### config.mk
export PLATFORM = sky130hd
export DESIGN_NAME = masked_xor_pipe
export DESIGN_NICKNAME = d
export VERILOG_FILES = /design/src/rtl/masked_xor_pipe_pkg.sv /design/src/rtl/masked_xor_stage.sv /design/src/rtl/masked_xor_pipe.sv
export SDC_FILE = /design/constraint.sdc
export NUM_CORES = 1
export LEC_CHECK = 0
export BUFFER_PORTS_ARGS = -buffer_cell sky130_fd_sc_hd__buf_2
export CORE_AREA = 3 3 285 287
export DETAILED_ROUTE_END_ITERATION = 12
export DIE_AREA = 0 0 288 290
export SETUP_SLACK_MARGIN = 0.15
export SYNTH_ARGS = -nofsm -noshare
export SYNTH_HDL_FRONTEND = slang
export SYNTH_SLANG_ARGS = --single-unit
### constraint.sdc
create_clock -name clk -period 1.65 [get_ports clk]
set_input_delay 0.165 -clock clk [delete_from_list [all_inputs] [get_ports clk]]
set_output_delay 0.165 -clock clk [all_outputs]
set_load 0.02 [all_outputs]
### src/rtl/masked_xor_pipe_pkg.sv
// masked_xor_pipe_pkg: mode encodings and share-slice helpers; no ports
package masked_xor_pipe_pkg;
  typedef enum logic [1:0] {
    MODE_PASS    = 2'b00,
    MODE_XOR     = 2'b01,
    MODE_REFRESH = 2'b10,
    MODE_BOTH    = 2'b11
  } mode_e;
  function automatic logic mode_xor(input logic [1:0] m);
    return m == MODE_XOR || m == MODE_BOTH;
  endfunction
  function automatic logic mode_refresh(input logic [1:0] m);
    return m == MODE_REFRESH || m == MODE_BOTH;
  endfunction
  function automatic int unsigned share_lsb(input int unsigned i, input int unsigned w);
    return i * w;
  endfunction
endpackage

### src/rtl/masked_xor_stage.sv
// masked_xor_stage: one pipeline register with valid bit; in: clk/rst/load/valid_in/data_in, out: valid_q/data_q
module masked_xor_stage #(
  parameter int W = 192
) (
  input  logic         clk,
  input  logic         rst,
  input  logic         load,
  input  logic         valid_in,
  input  logic [W-1:0] data_in,
  output logic         valid_q,
  output logic [W-1:0] data_q
);
  logic         valid_d;
  logic [W-1:0] data_d;
  always_comb begin
    valid_d = load ? valid_in : valid_q;
    data_d  = load && valid_in ? data_in : data_q;
  end
  always_ff @(posedge clk) begin
    if (rst) begin
      valid_q <= 1'b0;
      data_q  <= '0;
    end else begin
      valid_q <= valid_d;
      data_q  <= data_d;
    end
  end
endmodule

### src/rtl/masked_xor_pipe.sv
// masked_xor_pipe: share-wise masked XOR/refresh pipeline; in: in_valid/mode/state_in/opnd_in/rand_in/out_ready, out: in_ready/out_valid/state_out/word_cnt
module masked_xor_pipe
  import masked_xor_pipe_pkg::*;
#(
  parameter int WIDTH  = 64,
  parameter int SHARES = 3,
  parameter int DEPTH  = 1
) (
  input  logic                        clk,
  input  logic                        rst,
  input  logic                        in_valid,
  output logic                        in_ready,
  input  logic [1:0]                  mode,
  input  logic [WIDTH*SHARES-1:0]     state_in,
  input  logic [WIDTH*SHARES-1:0]     opnd_in,
  input  logic [WIDTH*(SHARES-1)-1:0] rand_in,
  output logic                        out_valid,
  input  logic                        out_ready,
  output logic [WIDTH*SHARES-1:0]     state_out,
  output logic [15:0]                 word_cnt
);
  localparam int N = WIDTH * SHARES;
  logic [WIDTH-1:0] m [SHARES];
  logic [N-1:0]     s0_d;
  logic [DEPTH-1:0] v;
  logic [DEPTH-1:0] ld;
  logic [N-1:0]     d [DEPTH];
  logic             nxt;
  logic [15:0]      word_cnt_d, word_cnt_q;
  always_comb begin
    m = '{default: '0};
    for (int k = 0; k < SHARES - 1; k++) begin
      m[k]        = rand_in[share_lsb(k, WIDTH) +: WIDTH];
      m[SHARES-1] = m[SHARES-1] ^ m[k];
    end
  end
  always_comb begin
    s0_d = '0;
    for (int i = 0; i < SHARES; i++)
      s0_d[share_lsb(i, WIDTH) +: WIDTH] = state_in[share_lsb(i, WIDTH) +: WIDTH]
        ^ (mode_xor(mode) ? opnd_in[share_lsb(i, WIDTH) +: WIDTH] : '0)
        ^ (mode_refresh(mode) ? m[i] : '0);
  end
  always_comb begin
    ld  = '0;
    nxt = out_ready;
    for (int k = DEPTH - 1; k >= 0; k--) begin
      ld[k] = !v[k] || nxt;
      nxt   = ld[k];
    end
  end
  for (genvar k = 0; k < DEPTH; k++) begin : g_stage
    logic         vi;
    logic [N-1:0] di;
    if (k == 0) begin : g_head
      assign vi = in_valid;
      assign di = s0_d;
    end else begin : g_body
      assign vi = v[k-1];
      assign di = d[k-1];
    end
    masked_xor_stage #(.W(N)) u_stage (
      .clk      (clk),
      .rst      (rst),
      .load     (ld[k]),
      .valid_in (vi),
      .data_in  (di),
      .valid_q  (v[k]),
      .data_q   (d[k])
    );
  end
  always_comb word_cnt_d = word_cnt_q + 16'(in_valid && ld[0]);
  always_ff @(posedge clk) begin
    if (rst) word_cnt_q <= '0;
    else word_cnt_q <= word_cnt_d;
  end
  assign in_ready  = ld[0];
  assign out_valid = v[DEPTH-1];
  assign state_out = d[DEPTH-1];
  assign word_cnt  = word_cnt_q;
endmodule

* Word-level counts from Yosys, hierarchy flattened
Index checks and enable logic that the tools add are counted.
** Storage, ports and cells
- Output and inout port bits :: 210
- Bits of input ports :: 518
- Bits in registers :: 209
- Word-level logic and storage cells :: 25
** Cells by class
- $add $sub $neg :: 1
- Equality and inequality tests :: 3
- Muxes and demuxes :: 6
- Reductions and logical operators :: 5
- Bitwise logic cells :: 7
** Operators by type and width (number)
- $xor A64 B64 Y64 :: 7
- $mux W64 :: 6
- $add A16 B1 Y16 :: 1
- $eq A2 B2 Y1 const B :: 2
- $logic_or A1 B1 Y1 :: 3
- $eq A2 B1 Y1 const B :: 1
- $logic_and A1 B1 Y1 :: 1
- $logic_not A1 Y1 :: 1

* Logic depth before layout (Yosys ltp)
- Depth in word-level cells :: 5
- Depth in mapped cells :: 8

* Hierarchy
A second synthesis with hierarchy kept.
** Unflattened totals
- Cell total of the unflattened synthesis :: 1836
- Area total of the unflattened synthesis :: 14805.4 um2
** By module, submodules not included
- masked_xor_stage :: area each 8468.1 um2, instances 1, cells an instance 878
- masked_xor_pipe :: area each 6337.3 um2, instances 1, cells an instance 958

* Least setup slack after synthesis
No wires, ideal clock.
- Path type :: register to register
- Start point :: reg g_stage[0].u_stage.valid_q
- End point :: reg word_cnt_q[8] (netlist: word_cnt[8])
- Buffers on the path :: 0
- Slack :: -0.382 ns
- Stages on the path, launching flop included :: 8
- Arrival :: 1.962 ns
- Path through :: dfxtp_1 -> nand2b_1 -> and2_1 -> ha_1 -> ha_1 -> nand4_1 -> or3_2 -> a21oi_1
** Between the ends
- Word-level cells in the longest chain between the ends :: 4
** RTL lines
- start, declared :: RTL line masked_xor_stage.sv:10 : output logic valid_q,
- start signal, assigned :: RTL line masked_xor_stage.sv:24 : valid_q <= valid_d;
- $logic_not A1 Y1 :: RTL line masked_xor_pipe.sv:48 : ld[k] = !v[k] || nxt;
- $logic_or A1 B1 Y1 :: RTL line masked_xor_pipe.sv:48
- via in_ready :: RTL line masked_xor_pipe.sv:12 : output logic in_ready,
- $logic_and A1 B1 Y1 :: RTL line masked_xor_pipe.sv:72 : always_comb word_cnt_d = word_cnt_q + 16'(in_valid && ld[0]);
- $add A16 B1 Y16 :: RTL line masked_xor_pipe.sv:72
- end signal, assigned :: RTL line masked_xor_pipe.sv:75 : else word_cnt_q <= word_cnt_d;
- end, declared :: RTL line masked_xor_pipe.sv:29 : logic [15:0] word_cnt_d, word_cnt_q;
The timed path passes the listed nets, and every way through them passes these cells.
A chain may end at the register's enable or synchronous reset.

* Worst setup path after layout
- Start point :: reg g_stage[0].u_stage.valid_q
- End point :: reg g_stage[0].u_stage.data_q[65]
** Between the ends
- Word-level cells in the longest chain between the ends :: 3
** RTL lines
- $logic_not A1 Y1 :: RTL line masked_xor_pipe.sv:48
- $logic_or A1 B1 Y1 :: RTL line masked_xor_pipe.sv:48
- $logic_and A1 B1 Y1 :: RTL line masked_xor_stage.sv:17 : data_d = load && valid_in ? data_in : data_q;
- end signal, assigned :: RTL line masked_xor_stage.sv:25 : data_q <= data_d;
- end, declared :: RTL line masked_xor_stage.sv:11 : output logic [W-1:0] data_q
Every way passes these cells.

==> metrics <==
maximum vdd drop 655.3 uV; Synth Area in XOR/XNOR 0.3340; Fmax 559.4 MHz; largest family of logic cells by synthesized area XOR/XNOR gates; leading area contributor after synthesis dfxtp_1; Synth Area in Compound Gates 0.08502; PwrDens 785.6 nW/um^2; RSZ-0062 raised after global routing true; die area between 80000 and 90000 sq um; post-route cell area 21710 sq um; DR iter-0 viols between 400 and 500; Netlist cell types 27; final setup margin -137.5 ps; fin cells 3640; post-route ant nets 0; core area 78870 sq um; TritonCTS Sinks between 200 and 250; drt drc 0; final setup fails 133; Mapped Area 12010 sq um; Avg Inst Size Synth around 7.6 sq um; Synth Area in Simple Gates 0.1983; Reg power frac 0.340; first-pass GRT wire length 81500 um; synthesis warning total 0; largest net degree at the start of global routing 51; Global Route Usage Sum 0.1256; Hold WC Path Type in2reg; Startpoint Class register; Area Growth Syn to Fin 80.78%; critical path class reg2reg; sw power between 0.005 and 0.006 W; failing checks setup timing; Pre-antenna DRT Iters 5; share of cells above drive strength 1 0.4111; initial core utilization 0.1523; Net Sw Frac 0.3236; gpl congestion 0.9128; status complete, but fails checks; Hold Fails Final Rpt 0; Vias 13980; min cycle time layout 1788 ps; register area share after synthesis 0.3484; Syn Inst Count 1580; htree depth 1; Vias/cell 3.841; Setup crit end kind register; mux cell area share after synthesis 0; CTS max path bufs 3; CTS clk-pin slew, worst paths roughly 60 ps; row cnt 103; final wirelength 59360 um; fill count 8532; total gr overflow 0; CP arrival 2280 ps; CTS buffer count 27; CTS tree built; register area 4192 sq um; Max Cap Violations 0; Synth Net Count roughly 2100; crit path max fanout 10; adder-cell share of the synthesized area 0.003126; period utilization 1.083; worst-margin pin slew around 380 ps; vias in the first global route 14020; WL per Instance 16.31 um; post-placement cell area 17630 sq um; Max Slew Vio Count 0; DIE WIDTH 288 um; I/O Buffers 727; nets@finish 3090; Rel. slew slack 0.7426; Placed Instances 3366; Logic pwr share 0.316; Yosys top cell area share 0.3484; Clock Skews 11.81 ps; Final HPWL DP approximately 44000 um; required time worst endpoint 2140 ps; initial antenna violation count 4; Clk Latency, worst-skew pair ~560 ps; clock share of power 0.344; clock root cell clkbuf_16; I/O pin cnt approximately 730; P_leak between 10 and 15 nW; area of the multi-input gates approximately 8100 sq um; Power Internal 0.01154 W; Yosys reg bits 209; Die H 290 um; largest cells by area after synthesis dfxtp_1 35%, xor2_1 19%, nand2_1 18%, xnor2_1 15%, o21ai_0 8.0%
state kept, by name (all words and copies together) (netlist names):
signal,count
g_stage.u_stage.data_q,192
word_cnt,16
g_stage.u_stage.valid_q,1
final timing paths:
| path | from | end | slack [ps] | cells past startpoint |
|---|---|---|---|---|
| worst max register to register | g_stage[0].u_stage.valid_q | g_stage[0].u_stage.data_q[65] | -140 | 11 |
| worst min register to register | g_stage[0].u_stage.data_q[153] | g_stage[0].u_stage.data_q[153] | 440 | 2 |
| worst max-delay path | g_stage[0].u_stage.valid_q | g_stage[0].u_stage.data_q[65] | -140 | 11 |
| worst min-delay path | rand_in[95] | g_stage[0].u_stage.data_q[159] | 30 | 5 |
cell families after synthesis:
group                      count (synthesis)
xor gates and xnor gates                 458
buffers and inverters                     90
AOI/OAI and AO/OA                        202
and+or+nand+nor                          618
adders and majority gates                  3
DFF                                      209
timing repair:
item                                   4_1_cts  5_1_grt
pin swaps                                   69       31
resized for setup                          151      184
endpoints found under the hold margin      163        0
setup endpoints to repair                   14      149
hold buffers                               185        0
setup buffers                                3       19
gates cloned                                 0       17
layer usage:
metal  part of all wire  GRT usage  up-vias
met4              0.039    0.05202        0
met2               0.49     0.2236      513
met1               0.40     0.1441     6431
li1                   -          -     6927
met5                  0          0        -
met3              0.067    0.02757      109
cell usage after synthesis:
cell type / n
nand2_1: 580
xor2_1: 258
dfxtp_1: 209
xnor2_1: 200
o21ai_0: 193
clkbuf_1: 48
buf_2: 29
nor2_1: 14
buf_1: 9
a21oi_1: 6
inv_1: 4
nand2b_1: 4
nand3_1: 4
ha_1: 3
nor4_1: 3
a31o_2: 2
nand4_1: 2
nor2b_1: 2
nor3_1: 2
and2_1: 1
and3_1: 1
nand3_2: 1
nor4b_1: 1
o31ai_1: 1
or2_0: 1
or3_2: 1
or4_1: 1
through the flow:
step | power, W | utilization | setup TNS (ps) | setup slack (ps) | hold WS [ps]
after detailed placement | 0.01034 | 0.2235 | -98.94 | -49.22 | 404.9
final | 0.01706 | 0.2753 | -6744 | -137.5 | 34.67
after CTS | 0.01692 | 0.2615 | 0 | 11.09 | 0.2419
after global placement | 0.01031 | 0.2235 | -171.9 | -89.74 | 409.9
after floorplan | 0.008192 | - | -337.5 | -109.9 | 284.1
after global routing | 0.01801 | 0.2753 | -17170 | -178.3 | 22.57
area by class of cell:
type	count	area share
Multi-Input combinational cell	1281	0.3747
Tap cell	1050	0.06052
Clock inverter	9	0.004553
Timing Repair Buffer	1046	0.3312
Clock buffer	39	0.03504
Antenna cell	2	0.0002305
Sequential cell	209	0.1931
Inverter	4	0.0006916
cells in the final DEF, fill, tap and decap left out, types with 2 or more instances in the layout:
master         count
buf_6             15
nor2b_1            2
a21oi_1            4
dfxtp_1          205
nand4_1            2
o21ai_1           81
nor4_4             2
clkbuf_8           4
nand2b_4           2
buf_16             5
nand2_1          479
buf_8              8
xnor2_1          199
clkinv_2           6
o21ai_2           33
buf_4             79
clkbuf_1           8
xor2_1           258
ha_4               3
buf_12            19
inv_1              4
nand2b_1           2
o21ai_0           78
nor2_1            13
dlygate4sd3_1    185
bufinv_16          2
dfxtp_2            3
diode_2            2
a31o_2             2
nand2_2           77
nand2_4           24
clkbuf_16         40
buf_2            722
nand3_1            3
nand3_2            2
worst max-delay path, stage by stage, from the launching register on:
cell and delay [ps]:
dfxtp_4 350, nand2b_4 50, buf_4 120, buf_4 120
buf_6 120, a21oi_4 210, buf_12 150, buf_16 170
buf_12 130, clkbuf_16 160, nand2_2 50, o21ai_1 60
power groups by stage:
stage               Clock [W]  Sequential [W]  Combinational (W)
floorplan                   0         0.00638            0.00181
global placement            0         0.00582            0.00449
detailed placement          0         0.00584            0.00450
CTS                   0.00613         0.00576            0.00503
global route          0.00631         0.00586            0.00584
finish                0.00586         0.00580            0.00539
Note: power is estimated with default switching activity, not from simulation.
